`src/rtl/spi_pkg.sv`:
```
// Shared types and constants for the SPI slave command front end.
package spi_pkg;

  typedef enum logic [2:0] {
    IDLE      = 3'd0,
    CHK_CMD   = 3'd1,
    WRITE     = 3'd2,
    READ_ADD  = 3'd3,
    READ_DATA = 3'd4,
    SEND      = 3'd5
  } state_t;

  localparam logic [1:0] OP_WR_ADDR = 2'b00;
  localparam logic [1:0] OP_WR_DATA = 2'b01;
  localparam logic [1:0] OP_RD_ADDR = 2'b10;
  localparam logic [1:0] OP_RD_DATA = 2'b11;

  localparam int ADDR_SIZE_DFLT = 8;
  localparam int CMD_W          = ADDR_SIZE_DFLT + 2;

endpackage

```
`src/rtl/spi_tx_serializer.sv`:
```
// Parallel-load, MSB-first serializer for RAM read data returned on MISO.
module spi_tx_serializer #(
  parameter int W = 8
) (
  input  logic         clk,
  input  logic         rst_n,
  input  logic         clr,
  input  logic         load,
  input  logic [W-1:0] din,
  output logic         sout,
  output logic         done
);

  logic [W-1:0] shift_reg;
  logic [3:0]   cnt_reg;
  logic         done_reg;

  always_ff @(posedge clk or negedge rst_n) begin
    if (!rst_n) begin
      shift_reg <= '0;
      cnt_reg   <= 4'd0;
      done_reg  <= 1'b0;
    end else if (clr) begin
      shift_reg <= '0;
      cnt_reg   <= 4'd0;
      done_reg  <= 1'b0;
    end else if (load) begin
      shift_reg <= din;
      cnt_reg   <= 4'(W);
      done_reg  <= 1'b0;
    end else if (cnt_reg != 4'd0) begin
      // The MSB is already on the line during the load cycle, so the last shift retires bit 0.
      shift_reg <= {shift_reg[W-2:0], 1'b0};
      cnt_reg   <= cnt_reg - 4'd1;
      if (cnt_reg == 4'd1) done_reg <= 1'b1;
    end
  end

  assign sout = shift_reg[W-1] & ~done_reg;
  assign done = done_reg;

endmodule

```
`src/rtl/spi_slave_ctrl.sv`:
```
// SPI slave sequencer: deserialises command frames for the RAM and returns read data on MISO.
module spi_slave_ctrl
  import spi_pkg::*;
#(
  parameter int ADDR_SIZE = 8
) (
  input  logic                 clk,
  input  logic                 rst_n,
  input  logic                 ss_n,
  input  logic                 mosi,
  output logic                 miso,
  output logic [ADDR_SIZE+1:0] rx_data,
  output logic                 rx_valid,
  input  logic [ADDR_SIZE-1:0] tx_data,
  input  logic                 tx_valid
);

  localparam int CW = ADDR_SIZE + 2;
  localparam logic [3:0] LAST_BIT   = 4'(CW - 2);
  localparam logic [3:0] WORD_DONE  = 4'(CW - 1);

  state_t          state_reg, state_next;
  logic [CW-1:0]   rx_shift_reg, rx_shift_next;
  logic [3:0]      rx_cnt_reg, rx_cnt_next;
  logic [CW-1:0]   rx_data_reg, rx_data_next;
  logic            rx_valid_reg, rx_valid_next;
  logic            rd_addr_seen_reg, rd_addr_seen_next;
  logic            ser_load;
  logic            ser_bit;
  logic            ser_done;

  always_ff @(posedge clk or negedge rst_n) begin
    if (!rst_n) begin
      state_reg        <= IDLE;
      rx_shift_reg     <= '0;
      rx_cnt_reg       <= 4'd0;
      rx_data_reg      <= '0;
      rx_valid_reg     <= 1'b0;
      rd_addr_seen_reg <= 1'b0;
    end else begin
      state_reg        <= state_next;
      rx_shift_reg     <= rx_shift_next;
      rx_cnt_reg       <= rx_cnt_next;
      rx_data_reg      <= rx_data_next;
      rx_valid_reg     <= rx_valid_next;
      rd_addr_seen_reg <= rd_addr_seen_next;
    end
  end

  always_comb begin
    state_next        = state_reg;
    rx_shift_next     = rx_shift_reg;
    rx_cnt_next       = rx_cnt_reg;
    rx_data_next      = rx_data_reg;
    rx_valid_next     = 1'b0;
    rd_addr_seen_next = rd_addr_seen_reg;
    ser_load          = 1'b0;

    if (ss_n) begin
      state_next  = IDLE;
      rx_cnt_next = 4'd0;
    end else begin
      case (state_reg)
        IDLE: begin
          state_next  = CHK_CMD;
          rx_cnt_next = 4'd0;
        end
        CHK_CMD: begin
          rx_shift_next = {rx_shift_reg[CW-2:0], mosi};
          rx_cnt_next   = 4'd0;
          if (!mosi)                 state_next = WRITE;
          else if (rd_addr_seen_reg) state_next = READ_DATA;
          else                       state_next = READ_ADD;
        end
        WRITE, READ_ADD, READ_DATA: begin
          // rx_cnt_reg parks at WORD_DONE once the word is delivered, marking the hold phase.
          if (rx_cnt_reg != WORD_DONE) begin
            rx_shift_next = {rx_shift_reg[CW-2:0], mosi};
            rx_cnt_next   = rx_cnt_reg + 4'd1;
            if (rx_cnt_reg == LAST_BIT) begin
              rx_data_next  = {rx_shift_reg[CW-2:0], mosi};
              rx_valid_next = 1'b1;
              if (state_reg == READ_ADD)  rd_addr_seen_next = 1'b1;
              if (state_reg == READ_DATA) rd_addr_seen_next = 1'b0;
            end
          end else if (state_reg == READ_DATA && tx_valid) begin
            ser_load   = 1'b1;
            state_next = SEND;
          end
        end
        SEND: begin
          state_next = SEND;
        end
        default: begin
          state_next = IDLE;
        end
      endcase
    end
  end

  spi_tx_serializer #(
    .W(ADDR_SIZE)
  ) u_tx_ser (
    .clk   (clk),
    .rst_n (rst_n),
    .clr   (ss_n),
    .load  (ser_load),
    .din   (tx_data),
    .sout  (ser_bit),
    .done  (ser_done)
  );

  assign miso     = (state_reg == SEND) & ~ser_done & ser_bit;
  assign rx_data  = rx_data_reg;
  assign rx_valid = rx_valid_reg;

endmodule

```
`config.mk`:
```
export PLATFORM = sky130hd
export DESIGN_NAME = spi_slave_ctrl
export DESIGN_NICKNAME = d
export VERILOG_FILES = /design/src/rtl/spi_pkg.sv /design/src/rtl/spi_tx_serializer.sv /design/src/rtl/spi_slave_ctrl.sv
export SDC_FILE = /design/constraint.sdc
export NUM_CORES = 1
export LEC_CHECK = 0
export BUFFER_PORTS_ARGS = -buffer_cell sky130_fd_sc_hd__buf_2
export CORE_AREA = 4 4 62 64
export CTS_CLUSTER_SIZE = 10
export DETAILED_ROUTE_END_ITERATION = 16
export DIE_AREA = 0 0 66 68
export PLACE_DENSITY = 0.86
export SLEW_MARGIN = 20
export SYNTH_ARGS = -nofsm -noshare
export SYNTH_HDL_FRONTEND = slang
export SYNTH_SLANG_ARGS = --single-unit
```
`constraint.sdc`:
```
create_clock -name clk -period 3.6 [get_ports clk]
set_clock_uncertainty 0.2 [all_clocks]
set_input_delay 0.18 -clock clk [delete_from_list [all_inputs] [get_ports clk]]
set_output_delay 0.18 -clock clk [all_outputs]
set_load 0.005 [all_outputs]
```
; After elaboration in Yosys (flattened, before gate mapping)
; Cells that the tools add are included.
[totals]
register_bits = 41
inputBits = 13
out_inout_bits = 12
wordCells = 75
[op_classes]
add_sub_neg = 2
eq_ne = 12
muxes = 31
bitwise = 5
reduce_logical = 16
[op_table]
columns = cell, n
row1 = 8-bit 2-to-1 mux, 3
row2 = 4-bit 2-to-1 mux, 5
row3 = 9-bit case mux with 2 select lines, 1
row4 = 3-bit 2-to-1 mux, 5
row5 = 1-bit 2-to-1 mux, 14
row6 = 3-bit case mux with 4 select lines, 1
row7 = 9-bit 2-to-1 mux, 1
row8 = "3-bit inequality test, second input constant", 3
row9 = 3-bit nonzero test, 3
row10 = 4-bit case mux with 2 select lines, 1
row11 = "3-bit by 2-bit == test with 1-bit output, second input constant", 2
row12 = "3-bit == test, second input constant", 2
row13 = 2-bit AND reduction, 3
row14 = 5-bit AND reduction, 1
row15 = "4-bit by 1-bit adder with 4-bit output, second input constant", 1
row16 = "4-bit by 1-bit == test with 1-bit output, second input constant", 1
row17 = "4-bit == test, second input constant", 1
row18 = "4-bit inequality test, second input constant", 1
row19 = 4-bit AND reduction, 1
row20 = 2-bit nonzero test, 2
row21 = 4-bit nonzero test, 1
row22 = "4-bit by 1-bit subtractor with 4-bit output, second input constant", 1
row23 = 1-bit AND, 3
row24 = "3-bit by 1-bit == test with 1-bit output, second input constant", 1
row25 = other kinds (7), 8

; Longest topological paths before layout
; Gate-level depths: netlist (run 1).
[depth]
word_depth = 8
depth_mapped = 7
ltp_nobuf = 6

; Cells and area by module
; Synthesis (run 1) repeated with hierarchy kept, for this count alone.
[unflattened]
hier_cells = 181
area_unflattened_um2 = 2020.7
[modules_own_cells]
columns = mod, n_inst, cells_each, area_each_um2, seq_area_each_um2
row1 = spi_slave_ctrl, 1, 112, 1351.3, 700.7
row2 = spi_tx_serializer, 1, 69, 669.4, 325.3

; Worst setup path after synthesis (run 1)
; Ideal clock, no wire load.
[synth_timing]
kind = register to register
startpoint = reg rx_cnt_reg[1]
endpoint = reg rx_shift_reg[0]
setup_ns = 0.125
t_arrival_ns = 1.743
required_time_ns = 3.275
path_slack_ns = 1.532
path_stages_with_launch = 7
n_path_buf = 0
synth_period_minus_slack_ns = 2.068
path_cell_list = dfrtp_1 inv_1 ha_1 and3b_2 nor4_2 a311oi_4 mux2_2
[synth_between]
elab_chain_len = 3
[synth_rtl]
columns = item, line
row1 = "start, declared", spi_slave_ctrl.sv:24  ; logic [3:0] rx_cnt_reg, rx_cnt_next;
row2 = "start signal, assigned", spi_slave_ctrl.sv:43  ; rx_cnt_reg <= rx_cnt_next;
row3 = 4-bit inequality test, spi_slave_ctrl.sv:77  ; if (rx_cnt_reg != WORD_DONE) begin
row4 = 2-bit inequality test (no source line), -
row5 = 3-bit AND reduction (no source line), -
row6 = "end signal, assigned", spi_slave_ctrl.sv:42  ; rx_shift_reg <= rx_shift_next;
row7 = "end, declared", spi_slave_ctrl.sv:23  ; logic [CW-1:0] rx_shift_reg, rx_shift_next;
; No other way between the ends.
; A chain may end at the register's enable or synchronous reset.

; Worst setup path in the final report (run 1)
[layout_timing]
startpoint = reg rx_cnt_reg[1]
endpoint = reg rx_data_reg[0] (netlist: rx_data[0])
[layout_between]
elab_chain_len = 2
word_cells_on_any_way = 3
cone_classes = eq/ne: 2 / reduce/logical: 1
[layout_rtl]
columns = item, line
row1 = 4-bit inequality test or 4-bit == test (tied branches), "spi_slave_ctrl.sv:77, spi_slave_ctrl.sv:80"
row2 = 4-bit AND reduction (no source line) (*), -
row3 = "end signal, assigned", spi_slave_ctrl.sv:44  ; rx_data_reg <= rx_data_next;
row4 = "end, declared", spi_slave_ctrl.sv:25  ; logic [CW-1:0] rx_data_reg, rx_data_next;
; Every way passes the cells marked *; elsewhere a longest branch is shown, timed or not.

==> results.ini, run 1 <==
[timing]
hold-worst-slack_ps=71.6
finalSetupTns_ps=0
rsz0062_at_grt=false
setup_viol=0
period_needed_ps=2670
fmax_ghz=0.375
worstMarginPinSlew_ps=887
finalCritPeriodShare_pct=74.0
slew_viol_final=0
relSlewSlack_pct=40.7
hold_viol_final=0

[critical_path]
path_cells=inv_1 -> ha_1 -> nor4b_1 -> nand2_1 -> nor2_1 -> mux2_2
cp_slowest_cell=nor2_1
worstSetupPathType=flip-flop to flip-flop
timing.rr.start=rx_cnt_reg[1]
critical_path_peak_fanout=11
cp_data_arrival_time_ps=2700
ff2ff_path_depth=6
crit_buf_inv=1
start_kind=flip-flop
max_stage_delay_ps=700
cp_num_cells=6
worst_setup_path_end_kind=flip-flop
critPathTopFamily=simple AND/OR/NAND/NOR gates
worstPathRequired_ps=3630
crit_start=rx_cnt_reg[1]

[routing]
detail-route-antenna-nets=0
routed_wl_um=3520
drc_errors=0
drtIter0Drc=85
drt-vias-per-instance=5.60
num_vias=1344
wl_per_cell_um=14.7
dr.pass1.iters=4

[power]
p_leak_uw=0.00107
power.density_nw_per_um2=552
peakVddDrop_mv=0.330

[synthesis]
yosys.area_share.adder_pct=3.23
synth_top_area_cell=dfrtp_1
synthFlopType=dfrtp_1
synth_top_area_share_pct=52.9
synth_top_family_by_area=compound AO/OA/AOI/OAI gates
synth-xor-area-share_pct=1.36
syn_area_per_cell_um2=12.4
yosysWarnings=0
yosysUniqueCellTypes=40
ys_seq_area_share_pct=52.9
synth_compound_area_share_pct=13.4
ys_seq_elements=41
synth-edff-count=0
synthesis.area_um2=1940
synth-simple-area-share_pct=11.6
synthArstFlopShare_pct=100
syn_nets=174
synthMuxAreaShare_pct=12.7
syn_inst=156
synth.area.top_cells=dfrtp_1, mux2_2, ha_1

[die]
fp.dieH_um=68
top_level_ports=25
die_w_um=66
die_area_um2=4490
core_um2=3280
num_rows=21
start_util_pct=59.0

[global_route]
grt_max_degree=42
antenna_found_initial=0
grt.total_usage_pct=18.8
grt_pass1_vias=1378
grt_pass1_wl_um=6450
grt_overflow=0

[final_layout]
n_antenna_cell=0
finalNonFillerCells=240
fillers=247
fin_util_pct=69.0
drive_above_1_share_pct=31.4
area_growth_pct=17.0
largest_reg_flops=10
nets=211
final_cell_area_um2=2270

[placement]
gp_congestion=0.844
dp.cells=221
dp_hpwl_um=2480
port-buffer-count=24
dpl_cell_area_um2=2070

[clock_network]
cts_setup_buffers=0
cts.path.max_buffers=2
cts-root-buf=clkbuf_4
h-tree-depth=2
cts.clk_slew.worst_paths_ps=110
clk_latency_ps=340
cts_sinks=41
cts_tree=done
cts_buffers=5

[run]
drv_cap=0

[status]
status=finished clean

[hold_path]
min_from=tx_valid
worstHoldPathCells=4
hp-class=input pin to flip-flop

==> where the power goes <==
| part | internal, uW | total (uW) | switching [uW] |
|---|---|---|---|
| combinational | 176 | 315 | 139 |
| sequential | 560 | 634 | 73.9 |
| clock | 166 | 302 | 136 |
==> logic make-up after synthesis <==
kind of cell / Yosys count
flops: 41
fa+ha+maj: 5
buf+inv: 13
xor+xnor: 3
compound gates: 34
simple gates: 38
mux: 22
==> final cells by class <==
type | count | area [um2] | area share [%]
Tap cell | 46 | 57.6 | 2.54
Multi-Input combinational cell | 102 | 821 | 36.2
Sequential cell | 41 | 1030 | 45.3
Inverter | 7 | 40.0 | 1.77
Clock inverter | 1 | 30.0 | 1.32
Clock buffer | 7 | 55.1 | 2.43
Timing Repair Buffer | 36 | 238 | 10.5
==> cells in the final DEF, fill, tap and decap left out, types with 3 or more instances in the layout <==
cell,netlist,layout
a31oi_1,3,3
clkbuf_4,0,5
buf_2,0,24
nor3_1,4,4
a2bb2oi_1,7,7
dfrtp_1,41,41
nand2_1,12,12
ha_1,5,5
inv_1,6,6
o21ai_0,11,11
and2_1,3,3
mux2_2,21,21
dlygate4sd3_1,0,11
xnor2_1,3,3
nor2_1,4,4
==> what timing repair did <==
item,CTS,global route
resized for setup,0,0
hold endpoints to repair,54,0
hold buffers,11,0
==> cell usage after synthesis, types with 2 or more instances <==
cell       number
a21oi_1         2
a2bb2oi_1       7
a31oi_1         3
and2_1          3
buf_6           2
clkbuf_1        2
dfrtp_1        41
ha_1            5
inv_1           6
mux2_2         21
nand2_1        12
nand2b_1        2
nand4b_1        2
nor2_1          4
nor3_1          4
nor4_2          2
nor4b_1         2
o21a_1          2
o21ai_0        11
xnor2_1         3
==> per-layer routing <==
metal | track usage [%] | up-vias | wire (um)
li1 | - | 641 | -
met1 | 23.7 | 675 | 1580
met2 | 32.8 | 24 | 1820
met3 | 4.60 | 4 | 86
met4 | 4.82 | 0 | 31
met5 | 0 | - | 0
==> worst paths after layout <==
path	to	slack (ps)
max reg2reg	rx_data[0]	930
min in group asynchronous	rx_data[0]	300
max in group asynchronous	u_tx_ser.cnt_reg[3]	2370
min	state_reg[0]	70
max	rx_data[0]	930
min reg2reg	rx_data[5]	320
==> per-stage QoR <==
step	power, uW	worst slack (ps)
2_1_floorplan	859	1530
3_3_place_gp	913	1100
3_5_place_dp	948	935
4_1_cts	1270	914
5_1_grt	1350	681
6_report	1250	934
==> worst register-to-register path: stages, from the launching register on <==
cell and delay, ps:
dfrtp_1 420, inv_1 80, ha_1 220, nor4b_1 380, nand2_1 130, nor2_1 700
mux2_2 430
(Power assumes the default switching activity.)
==> run 2: changes to the inputs <==
Settings changed: CORE_AREA 4 4 62 64 to 4 4 67 69, DIE_AREA 0 0 66 68 to 0 0 71 73, PLACE_DENSITY 0.86 to 0.78.
Clock period 3.6 ns to 2.2 ns, I/O delays scaled along.
==> run 2 against run 1 <==
Net effect: flip-flop and latch count did not move; hold slack got worse by 13 ps; die area rose by 15%; critical path type unchanged.
==> results.ini, run 2 (same netlist as run 1, synthesis figures left out) <==
[placement]
dpl_cell_area_um2=2110  ; was 2070 um2
port-buffer-count=24  ; unchanged
gp_congestion=0.844  ; about the same
dp_hpwl_um=2630  ; was 2480 um
place_ws_ps=27.8  ; was 935 ps
dp.cells=230  ; was 221

[critical_path]
critPathTopFamily=simple AND/OR/NAND/NOR gates  ; unchanged
worstPathRequired_ps=2180  ; was 3630 ps
cp_data_arrival_time_ps=2160  ; was 2700 ps
cp_slowest_cell=nor4_1  ; was nor2_1
path_cells=ha_2 -> and3b_2 -> nor4_1 -> a311oi_4 -> buf_6 -> mux2_2  ; was inv_1 -> ha_1 -> nor4b_1 -> nand2_1 -> nor2_1 -> mux2_2
worst_setup_path_end_kind=flip-flop  ; unchanged
max_stage_delay_ps=450  ; was 700 ps
crit_buf_inv=1  ; unchanged
critical_path_peak_fanout=9  ; was 11
start_kind=flip-flop  ; unchanged
worstSetupPathType=flip-flop to flip-flop  ; unchanged

[routing]
num_vias=1371  ; was 1344
dr.pass1.iters=4  ; unchanged
wl_per_cell_um=15.4  ; was 14.7 um
routed_wl_um=3820  ; was 3520 um
detail-route-antenna-nets=0  ; unchanged
drtIter0Drc=77  ; was 85
drc_errors=0  ; unchanged
drt-vias-per-instance=5.53  ; was 5.60

[timing]
relSlewSlack_pct=41.7  ; was 40.7%
finalCritPeriodShare_pct=99.1  ; was 74.0%
hold_viol_final=0  ; unchanged
worstMarginPinSlew_ps=874  ; was 887 ps
fmax_ghz=0.459  ; was 0.375 GHz
slew_viol_final=0  ; unchanged
period_needed_ps=2180  ; was 2670 ps
setup_ws_ps=19.6  ; was 934 ps
setup_viol=0  ; unchanged

[global_route]
gr-usage-met2_pct=25.8  ; was 32.8%
grt_pass1_vias=1410  ; was 1378
antenna_found_initial=0  ; unchanged
grt_overflow=0  ; unchanged
top_usage_layer=met2  ; unchanged
met3_usage_pct=4.82  ; was 4.60%
grt_pass1_wl_um=6510  ; was 6450 um
grt_max_degree=42  ; unchanged
grt_use_met1_pct=20.8  ; was 23.7%
grt.total_usage_pct=16.2  ; was 18.8%

[die]
die_area_um2=5180  ; was 4490 um2
num_rows=23  ; was 21
die_w_um=71  ; was 66 um
core_um2=3910  ; was 3280 um2
top_level_ports=25  ; unchanged
fp.dieH_um=73  ; was 68 um
start_util_pct=49.5  ; was 59.0%

[final_layout]
fin_util_pct=59.3  ; was 69.0%
final_cell_area_um2=2320  ; was 2270 um2
drive_above_1_share_pct=34.8  ; was 31.4%
layout_commonest_cell=dfrtp_1  ; unchanged
finalNonFillerCells=248  ; was 240
area_growth_pct=19.8  ; was 17.0%
n_antenna_cell=0  ; unchanged
final_cell_mix=dfrtp_1, buf_2, mux2_2, nand2_1  ; unchanged
largest_reg_flops=10  ; unchanged
nets=216  ; was 211

[power]
design_power_total_uw=2030  ; was 1250 uW
peakVddDrop_mv=0.639  ; was 0.330 mV
p_leak_uw=0.00110  ; was 0.00107 uW
power_frac_clock_pct=23.1  ; was 24.1%
net-switching-power_uw=598  ; was 349 uW
power_frac_seq_pct=51.0  ; was 50.7%
internal_power_uw=1430  ; was 902 uW
power.density_nw_per_um2=874  ; was 552 nW/um2
power_frac_comb_pct=25.9  ; was 25.2%
p_sw_share_pct=29.5  ; was 27.9%

[run]
drv_cap=0  ; unchanged

[clock_network]
cts-root-buf=clkbuf_8  ; was clkbuf_4
cts_tree=done  ; unchanged
cts.path.max_buffers=2  ; unchanged
clk_latency_ps=290  ; was 340 ps
cts.clk_slew.worst_paths_ps=80  ; was 110 ps
h-tree-depth=2  ; unchanged
cts_buffers=5  ; unchanged
cts_setup_buffers=0  ; unchanged
cts_sinks=41  ; unchanged

[hold_path]
hp-class=input pin to flip-flop  ; unchanged

[status]
status=finished clean  ; unchanged

[run 2: path summary, 6_finish.rpt]
check	startpoint	to	slack (ps)	depth (start not counted)
hold / removal	tx_valid	state_reg[0]	60	4
setup / recovery	rx_cnt_reg[0]	rx_shift_reg[5]	20	6
max in group asynchronous	rst_n	state_reg[2]	930	2
hold reg to reg	u_tx_ser.done	u_tx_ser.done	300	1
setup reg to reg	rx_cnt_reg[0]	rx_shift_reg[5]	20	6
min in group asynchronous	rst_n	rx_cnt_reg[2]	270	2
[run 2: stage by stage]
step | hold slack, ps | setup TNS (ps)
finish | 58.3 | 0
global route | 102 | -114
CTS | 48.6 | 0
detailed placement | 72.3 | 0
global placement | 68.2 | 0
floorplan | -386 | 0
[run 2: cell type report]
class	instances	area, um2
Multi-Input combinational cell	102	831
Clock inverter	1	8.76
Sequential cell	41	1030
Clock buffer	6	72.6
Fill cell	330	1590
Timing Repair Buffer	41	279
Tap cell	50	62.6
Inverter	7	40.0
[run 2: routing by layer]
layer,up-vias,wire (um)
met5,-,0
met4,0,89
met3,10,177
met2,38,1910
met1,677,1650
li1,646,-
[run 2: worst min-delay path: cells and delay by family]
family / cells / cell delay [ps]
AO/OA/AOI/OAI: 3 / 280
buffers and inverters: 1 / 110
[run 2: power by group through the flow]
stage | Clock (uW) | Sequential [uW] | Combinational (uW)
after floorplan | 0 | 1010 | 396
after global placement | 0 | 1030 | 473
after detailed placement | 0 | 1040 | 510
after CTS | 479 | 1030 | 526
after global routing | 512 | 1050 | 580
final | 468 | 1040 | 526
[run 2: what timing repair did]
item / 4_1_cts / 5_1_grt
setup endpoints to repair: 0 / 24
hold buffers: 11 / 0
endpoints found under the hold margin: 54 / 0
gates resized for setup: 0 / 5
